`config.mk`:
```
export PLATFORM = sky130hd
export DESIGN_NAME = i2c_txn_sequencer
export DESIGN_NICKNAME = d
export VERILOG_FILES = /design/src/rtl/i2c_txn_sequencer.sv
export SDC_FILE = /design/constraint.sdc
export NUM_CORES = 1
export LEC_CHECK = 0
export BUFFER_PORTS_ARGS = -buffer_cell sky130_fd_sc_hd__buf_2
export CAP_MARGIN = 25
export CORE_MARGIN = 2
export CORE_UTILIZATION = 45
export CTS_BUF_LIST = sky130_fd_sc_hd__clkbuf_8
export CTS_CLUSTER_DIAMETER = 200
export DETAILED_ROUTE_END_ITERATION = 7
export MAX_ROUTING_LAYER = met4
export PLACE_DENSITY = 0.67
export SKIP_LAST_GASP = 1
export SLEW_MARGIN = 20
export SYNTH_ARGS = -nofsm -noshare
export SYNTH_HDL_FRONTEND = slang
export SYNTH_SLANG_ARGS = --single-unit
```
`constraint.sdc`:
```
create_clock -name clk -period 2.4 [get_ports clk]
set_clock_uncertainty 0.1 [all_clocks]
set_input_delay 0.36 -clock clk [delete_from_list [all_inputs] [get_ports clk]]
set_output_delay 0.36 -clock clk [all_outputs]
set_load 0.05 [all_outputs]
```
`src/rtl/i2c_txn_sequencer.sv`:
```
// Register read/write transaction sequencer driving an I2C byte engine.
// One command in flight at a time; a watchdog aborts a stalled engine.
module i2c_txn_sequencer #(
    parameter int TIMEOUT_W = 16
) (
    input  logic       clk,
    input  logic       reset,
    input  logic       req_valid,
    output logic       req_ready,
    input  logic       req_rw,
    input  logic [6:0] req_dev,
    input  logic [7:0] req_reg,
    input  logic [7:0] req_wdata,
    output logic       cmd_valid,
    input  logic       cmd_ready,
    output logic [2:0] cmd_op,
    output logic [7:0] cmd_txdata,
    input  logic       cmd_done,
    input  logic       cmd_ack,
    input  logic [7:0] cmd_rxdata,
    output logic       rsp_valid,
    input  logic       rsp_ready,
    output logic [1:0] rsp_status,
    output logic [7:0] rsp_rdata,
    output logic       busy
);

    typedef enum logic [3:0] {
        IDLE, S1, DW, RA, WD, S2, DR, RD, SP, RSP
    } state_t;

    localparam logic [2:0] OP_START = 3'd0;
    localparam logic [2:0] OP_STOP  = 3'd1;
    localparam logic [2:0] OP_WRITE = 3'd2;
    localparam logic [2:0] OP_RNACK = 3'd4;

    localparam logic [1:0] ST_OK   = 2'd0;
    localparam logic [1:0] ST_NACK = 2'd1;
    localparam logic [1:0] ST_TO   = 2'd2;

    // Last count before the watchdog hits all-ones.
    localparam logic [TIMEOUT_W-1:0] WD_LAST =
        {{(TIMEOUT_W-1){1'b1}}, 1'b0};

    state_t               state;
    logic                 waiting;
    logic [TIMEOUT_W-1:0] wdog;
    logic                 rw;
    logic [6:0]           dev;
    logic [7:0]           reg_addr;
    logic [7:0]           wdata;

    assign req_ready = (state == IDLE);
    assign busy      = (state != IDLE);
    assign rsp_valid = (state == RSP);

    function automatic logic [2:0] op_of(input state_t s);
        unique case (s)
            S1, S2:         op_of = OP_START;
            DW, RA, WD, DR: op_of = OP_WRITE;
            RD:             op_of = OP_RNACK;
            SP:             op_of = OP_STOP;
            default:        op_of = 3'd0;
        endcase
    endfunction

    function automatic logic [7:0] tx_of(input state_t s);
        unique case (s)
            DW:      tx_of = {dev, 1'b0};
            RA:      tx_of = reg_addr;
            WD:      tx_of = wdata;
            DR:      tx_of = {dev, 1'b1};
            default: tx_of = 8'h00;
        endcase
    endfunction

    // Entering a command state opens its ISSUE phase.
    task automatic enter(input state_t s);
        state      <= s;
        waiting    <= 1'b0;
        wdog       <= '0;
        cmd_valid  <= (s != RSP) && (s != IDLE);
        cmd_op     <= op_of(s);
        cmd_txdata <= tx_of(s);
    endtask

    always_ff @(posedge clk) begin
        if (reset) begin
            state      <= IDLE;
            waiting    <= 1'b0;
            wdog       <= '0;
            rw         <= 1'b0;
            dev        <= 7'h00;
            reg_addr   <= 8'h00;
            wdata      <= 8'h00;
            cmd_valid  <= 1'b0;
            cmd_op     <= 3'd0;
            cmd_txdata <= 8'h00;
            rsp_status <= ST_OK;
            rsp_rdata  <= 8'h00;
        end else begin
            unique case (state)
                IDLE: begin
                    if (req_valid) begin
                        rw         <= req_rw;
                        dev        <= req_dev;
                        reg_addr   <= req_reg;
                        wdata      <= req_wdata;
                        rsp_status <= ST_OK;
                        rsp_rdata  <= 8'h00;
                        enter(S1);
                    end
                end
                RSP: begin
                    if (rsp_ready) state <= IDLE;
                end
                default: begin
                    if (wdog == WD_LAST) begin
                        rsp_status <= ST_TO;
                        rsp_rdata  <= 8'h00;
                        enter(RSP);
                    end else begin
                        wdog <= wdog + 1'b1;
                        if (!waiting) begin
                            if (cmd_ready) begin
                                cmd_valid <= 1'b0;
                                waiting   <= 1'b1;
                            end
                        end else if (cmd_done) begin
                            unique case (state)
                                S1: enter(DW);
                                S2: enter(DR);
                                SP: enter(RSP);
                                RD: begin
                                    rsp_rdata <= cmd_rxdata;
                                    enter(SP);
                                end
                                RA: begin
                                    if (!cmd_ack) begin
                                        rsp_status <= ST_NACK;
                                        enter(SP);
                                    end else if (rw) begin
                                        enter(S2);
                                    end else begin
                                        enter(WD);
                                    end
                                end
                                WD: begin
                                    if (!cmd_ack) rsp_status <= ST_NACK;
                                    enter(SP);
                                end
                                DW: begin
                                    if (cmd_ack) begin
                                        enter(RA);
                                    end else begin
                                        rsp_status <= ST_NACK;
                                        enter(SP);
                                    end
                                end
                                DR: begin
                                    if (cmd_ack) begin
                                        enter(RD);
                                    end else begin
                                        rsp_status <= ST_NACK;
                                        enter(SP);
                                    end
                                end
                                default: ;
                            endcase
                        end
                    end
                end
            endcase
        end
    end

endmodule

```
==> results.ini, run 1 <==
[outcome]
status = completed

[logic_synthesis]
syn-num-nets = 451
synth-main-ff-cell = dfxtp_1
seq_area_frac_synth = 0.410
synth_edf_count = 0
ys_seq_elements = 67
synth_area_um2 = 3270
yosys_warnings = 0
syn-instance-count = 410
synth.distinct_cells = 58
postSynthAreaPerCell_um2 = 7.97
synth-async-reset-ratio = 0

[critical_path]
arrival_ns = 1.83
worst_path_max_delay_cell = dfxtp_1
crit_path_start = state[2]
rr_endpoint = cmd_txdata[6]
worst-setup-path-type = flop to primary output
max_stage_delay_ns = 0.45
required_ns = 1.94
reg2reg_slack_ns = 0.21
worstPathMaxFanout = 11
path_cells = buf_4 -> nor2_2 -> nand3_1 -> inv_1 -> buf_2
start_kind = flop
worstReg2RegStart = wdog[0]
cp-end-kind = primary output
rr_worst_depth = 8

[clocking]
clkSinkCount = 67
cts_setup_buffers = 0
htreeDepth = 3
path_clk_slew_ns = 0.08
numCtsBuffers = 9
cts-hold-fix-buffers = 0
cts_buffer_depth = 2
worst_skew_pair.late_latency_ns = 0.35
cts-root-buf = clkbuf_8
cts_tree = yes

[floorplanning]
ioPinCount = 64
num_rows = 31
start_util = 0.458
core_um2 = 7140
die-area_um2 = 7960
die_height_um = 89.2
dieWidth_um = 89.2

[sta]
hold_viol = 0
tns_ns = 0
finalCritPeriodShare = 0.956
fmax_mhz = 436
maxSlewViolCount = 0
relSlewSlack = 0.694
setup_violations = 0
rsz0062_at_grt = no
tightestPinTransition_ns = 0.459
period_needed_ns = 2.29

[min_path]
hold_class = input port to flop
hp-start = cmd_rxdata[3]
hold_depth = 2
whs_endpoint = rsp_rdata[3]

[routing]
first_iter_violations = 272
drc = 0
ant_nets = 0
wl_per_cell_um = 15.0
via_per_inst = 5.68
vias = 3318
drt-pass1-iter-count = 5
routed_wl_um = 8760

[power]
irDropWorstVdd_uv = 676
p_per_area_nw_per_um2 = 1090
p_leak_uw = 0.00163

[grt]
track_usage = 0.232
grt_pass1_wl_um = 13800
grt_max_degree = 41
grt_pass1_vias = 2885
grt_antenna_before_repair = 0
gr-total-overflow = 0

[placement]
gp_congestion = 0.903
post-dp-hpwl_um = 6170
numPortBuffers = 63
place_area_um2 = 3820

[final_layout]
num_antenna_cells = 0
areaGrowthSynthToFinish_pct = 24.0
drive_above_1_share = 0.252
num-nets-final = 521
fin_area_um2 = 4050
nFillCells = 716

[job]
maxCapViolations = 0

==> cells by family (layout without fill, tap and decap cells) <==
kind of cell / after synthesis / after routing / share of synthesized area
AND/OR/NAND/NOR: 176 / 176 / 0.276
AO/OA/AOI/OAI: 115 / 115 / 0.227
flip-flops: 67 / 67 / 0.410
buffers and inverters: 39 / 114 / 0.0463
XOR/XNOR: 6 / 6 / 0.0161
adder cells (fa/ha/maj): 4 / 4 / 0.0142
multiplexers: 3 / 3 / 0.00919
==> Yosys cell counts, drive strengths merged, types with 4 or more instances <==
cell type | n | area (um2)
xor2 | 5 | 43.8
inv | 8 | 30.0
o21ai | 19 | 106
and2 | 5 | 31.3
nor2 | 22 | 82.6
nand3 | 18 | 90.1
a32o | 8 | 80.1
and3 | 4 | 25.0
a21oi | 54 | 274
clkbuf | 22 | 82.6
nand4 | 6 | 58.8
nor3 | 16 | 96.4
a22oi | 8 | 60.1
dfxtp | 67 | 1340
nor4 | 8 | 65.1
nand2 | 73 | 274
buf | 8 | 35.0
a22o | 7 | 61.3
==> layout by cell type, fill, tap and decap left out, types with 3 or more instances in the layout <==
| cell | n |
|---|---|
| nand4_1 | 4 |
| nand3b_1 | 3 |
| a22o_1 | 7 |
| a22oi_1 | 8 |
| nor3_1 | 14 |
| nor2b_1 | 3 |
| inv_1 | 7 |
| mux2i_1 | 3 |
| nor2_1 | 21 |
| nand2b_1 | 3 |
| nand2_1 | 72 |
| a32o_1 | 8 |
| a31oi_1 | 3 |
| a21oi_1 | 53 |
| and2_1 | 5 |
| nand3_1 | 18 |
| buf_2 | 63 |
| xor2_1 | 5 |
| buf_4 | 24 |
| dfxtp_1 | 67 |
| nor4_1 | 7 |
| a211oi_1 | 3 |
| clkbuf_8 | 13 |
| and3_1 | 4 |
| o21ai_0 | 18 |
| or3_1 | 3 |
==> worst max-delay path by stage <==
stage	end	slack (ns)	cells past startpoint
3_5_place_dp	cmd_txdata[6]	0.13	8
4_1_cts	rsp_valid	0.01	5
2_1_floorplan	rsp_rdata[0]	0.04	8
3_3_place_gp	state[3]	0.21	7
6_report	rsp_valid	0.11	5
5_1_grt	rsp_valid	0.001	5
==> registers in the layout (all words and copies together) (netlist names) <==
| register | cells |
|---|---|
| cmd_valid | 1 |
| rw | 1 |
| wdog | 16 |
| rsp_rdata | 8 |
| dev | 7 |
| reg_addr | 8 |
| state | 4 |
| cmd_txdata | 8 |
| wdata | 8 |
| rsp_status | 2 |
| cmd_op | 3 |
| waiting | 1 |
==> critical path: cells and delay by family (launching register included) <==
kind	cells	cell delay [ns]
buffers and inverters	3	0.65
flip-flops	1	0.45
AND/OR/NAND/NOR	2	0.39
==> through the flow <==
step	instances	power (uW)	setup slack, ns	utilization	hold WS [ns]
2_1_floorplan	410	2770	0.0424	-	0.336
3_3_place_gp	568	3380	0.205	0.535	0.338
3_5_place_dp	568	3390	0.129	0.535	0.344
4_1_cts	584	4430	0.0117	0.566	0.0935
5_1_grt	584	4670	0.00104	0.568	0.112
6_report	584	4420	0.105	0.568	0.113
==> layer usage <==
layer	part of all wire	track usage	routed length (um)	vias up
li1	-	-	-	1621
met5	0	-	0	-
met1	0.48	0.319	4170	1568
met3	0.051	0.0545	446	17
met4	0.020	0.0882	172	0
met2	0.45	0.329	3970	112
==> report_power, final <==
part           switching [uW]  internal [uW]
combinational            1300            679
sequential                131           1290
clock                     436            594
total                    1860           2560
==> what timing repair did <==
item | in CTS | in global routing
hold endpoints to repair | 0 | 0
endpoints found under the setup margin | 0 | 7
gates resized for setup | 0 | 3
==> cell type report <==
class                   count  area (um2)  area share
multi-input cells         304        1790       0.442
flip-flops and latches     67        1340       0.331
repair buffers             89         536       0.132
clock buffers              13         179      0.0442
well taps                  99         124      0.0306
clock inverters             3        43.8      0.0108
inverters                   9        37.5     0.00926
Note: power is estimated with default switching activity, not from simulation.
==> inputs of run 2 (changes only) <==
--- a/config.mk
+++ b/config.mk
@@ -14,7 +14,6 @@
 export DETAILED_ROUTE_END_ITERATION = 7
 export MAX_ROUTING_LAYER = met4
 export PLACE_DENSITY = 0.67
-export SKIP_LAST_GASP = 1
 export SLEW_MARGIN = 20
 export SYNTH_ARGS = -nofsm -noshare
 export SYNTH_HDL_FRONTEND = slang
==> constraint.sdc (replaced) <==
create_clock -name clk -period 2.4 [get_ports clk]
set_clock_uncertainty 0.1 [all_clocks]
set_input_delay 0.48 -clock clk [delete_from_list [all_inputs] [get_ports clk]]
set_output_delay 0.48 -clock clk [all_outputs]
set_load 0.05 [all_outputs]
==> results.ini, run 2 (same netlist as run 1, synthesis figures left out) <==
[sta]
tns_ns = 0
finalCritPeriodShare = 0.956
whs_ns = 0.237
period_needed_ns = 2.30
tightestPinTransition_ns = 0.808
fmax_mhz = 436
rsz0062_at_grt = no
maxSlewViolCount = 0
setup_violations = 0
relSlewSlack = 0.461
hold_viol = 0
setup_slack_ns = 0.105

[clocking]
cts_setup_buffers = 0
cts-hold-fix-buffers = 0
clkSinkCount = 67
path_clk_slew_ns = 0.08
cts-root-buf = clkbuf_8
numCtsBuffers = 9
cts_buffer_depth = 2
htreeDepth = 3
worst_skew_pair.late_latency_ns = 0.36
cts_tree = yes

[floorplanning]
die_height_um = 89.2
ioPinCount = 64
core_um2 = 7140
die-area_um2 = 7960
dieWidth_um = 89.2
start_util = 0.458
num_rows = 31

[critical_path]
required_ns = 1.82
start_kind = flop
worst-setup-path-type = flop to primary output
path_buf_inv = 3
cp-end-kind = primary output
worst_path_max_delay_cell = dfxtp_1
reg2reg_slack_ns = 0.18
rr_endpoint = cmd_op[1]
max_stage_delay_ns = 0.46
path_cells = nor3_4 -> nand2_2 -> clkinvlp_4 -> buf_4 -> buf_2
worst-path-stages = 5
worstReg2RegStart = wdog[0]
worst_path_dominant_cell_family = buffers and inverters
rr_worst_depth = 8
arrival_ns = 1.72
worstPathMaxFanout = 12

[power]
p_sw_frac = 0.430
p_leak_uw = 0.00162
combPwrFrac = 0.441
internal-power_uw = 2550
p_seq_frac = 0.317
power_switching_uw = 1930
irDropWorstVdd_uv = 626
p_clk_frac = 0.242
p_per_area_nw_per_um2 = 1110
power.total_uw = 4480

[min_path]
hold_depth = 2
whs_endpoint = rsp_rdata[4]
hold_class = input port to flop
hp-start = cmd_rxdata[4]

[final_layout]
largest_reg_flops = 16
final_common_cell = nand2_1
num-nets-final = 519
final_cell_mix = nand2_1 (72), dfxtp_1 (67), buf_2 (63)
areaGrowthSynthToFinish_pct = 23.4
drive_above_1_share = 0.246
final_cells = 582
regMostFlops = wdog
num_antenna_cells = 0

[routing]
vias = 3225
ant_nets = 0
via_per_inst = 5.54
first_iter_violations = 258
wl_per_cell_um = 15.4
routed_wl_um = 8970
drt-pass1-iter-count = 5
drc = 0

[placement]
dp.cells = 566
pre_cts_ws_ns = 0.195
post-dp-hpwl_um = 6250
numPortBuffers = 63
gp_congestion = 0.954

[outcome]
status = completed

[grt]
grt_pass1_wl_um = 14400
track_usage = 0.243
gr-total-overflow = 0
grt_pass1_vias = 2907
grt_max_degree = 56
grt_antenna_before_repair = 0

[job]
maxCapViolations = 0

==> run 2: cell types whose count changed in the layout (fill, tap and decap cells not counted), sizes merged <==
cell,delta
clkbuf,-3
buf,-2
bufinv,+1
clkinv,+1
inv,+1
==> run 2: per-layer routing <==
layer  track usage  wire, um  vias up
li1              -         -     1612
met1         0.346      4310     1507
met2         0.339      4110       97
met3        0.0628       457        9
met4        0.0706        95        0
met5             -         0        -
==> run 2: worst reg2reg max path: cells and delay by family (launching register included) <==
kind / cells / cell delay (ns)
flip-flops: 1 / 0.34
adder cells (fa/ha/maj): 1 / 0.17
AO/OA/AOI/OAI: 2 / 0.22
AND/OR/NAND/NOR: 3 / 0.98
buffers and inverters: 2 / 0.33
==> run 2: area by class of cell <==
class | count | area [um2]
well taps | 99 | 124
flip-flops and latches | 67 | 1340
multi-input cells | 304 | 1800
clock inverters | 6 | 87.6
clock buffers | 10 | 138
fillers | 716 | 3110
inverters | 9 | 37.5
repair buffers | 87 | 508
==> run 2: worst max-delay path by stage <==
| stage | start | to | slack [ns] |
|---|---|---|---|
| 4_1_cts | state[0] | req_ready | 0.07 |
| 6_report | state[0] | req_ready | 0.10 |
| 5_1_grt | wdog[0] | cmd_op[1] | 0.01 |
| 3_5_place_dp | wdog[0] | cmd_txdata[6] | 0.20 |
| 2_1_floorplan | state[3] | rsp_rdata[0] | 0.04 |
| 3_3_place_gp | wdog[0] | cmd_txdata[2] | 0.24 |
==> run 2: per-stage QoR <==
step	util	instance area, um2
3_3_place_gp	0.531	3790
6_report	0.565	4030
3_5_place_dp	0.531	3790
4_1_cts	0.563	4020
5_1_grt	0.565	4030
2_1_floorplan	-	3270
==> run 2: repair_timing <==
item / in CTS / in global routing
resized for setup: 1 / 3
setup endpoints to repair: 1 / 8
hold endpoints to repair: 0 / 0
==> run 2: power by group through the flow <==
| stage | Combinational (uW) | Clock, uW | Sequential [uW] |
|---|---|---|---|
| after floorplan | 1190 | 0 | 1590 |
| after global placement | 1920 | 0 | 1440 |
| after detailed placement | 1950 | 0 | 1440 |
| after CTS | 1960 | 1090 | 1410 |
| after global routing | 2150 | 1150 | 1450 |
| final | 1970 | 1080 | 1420 |
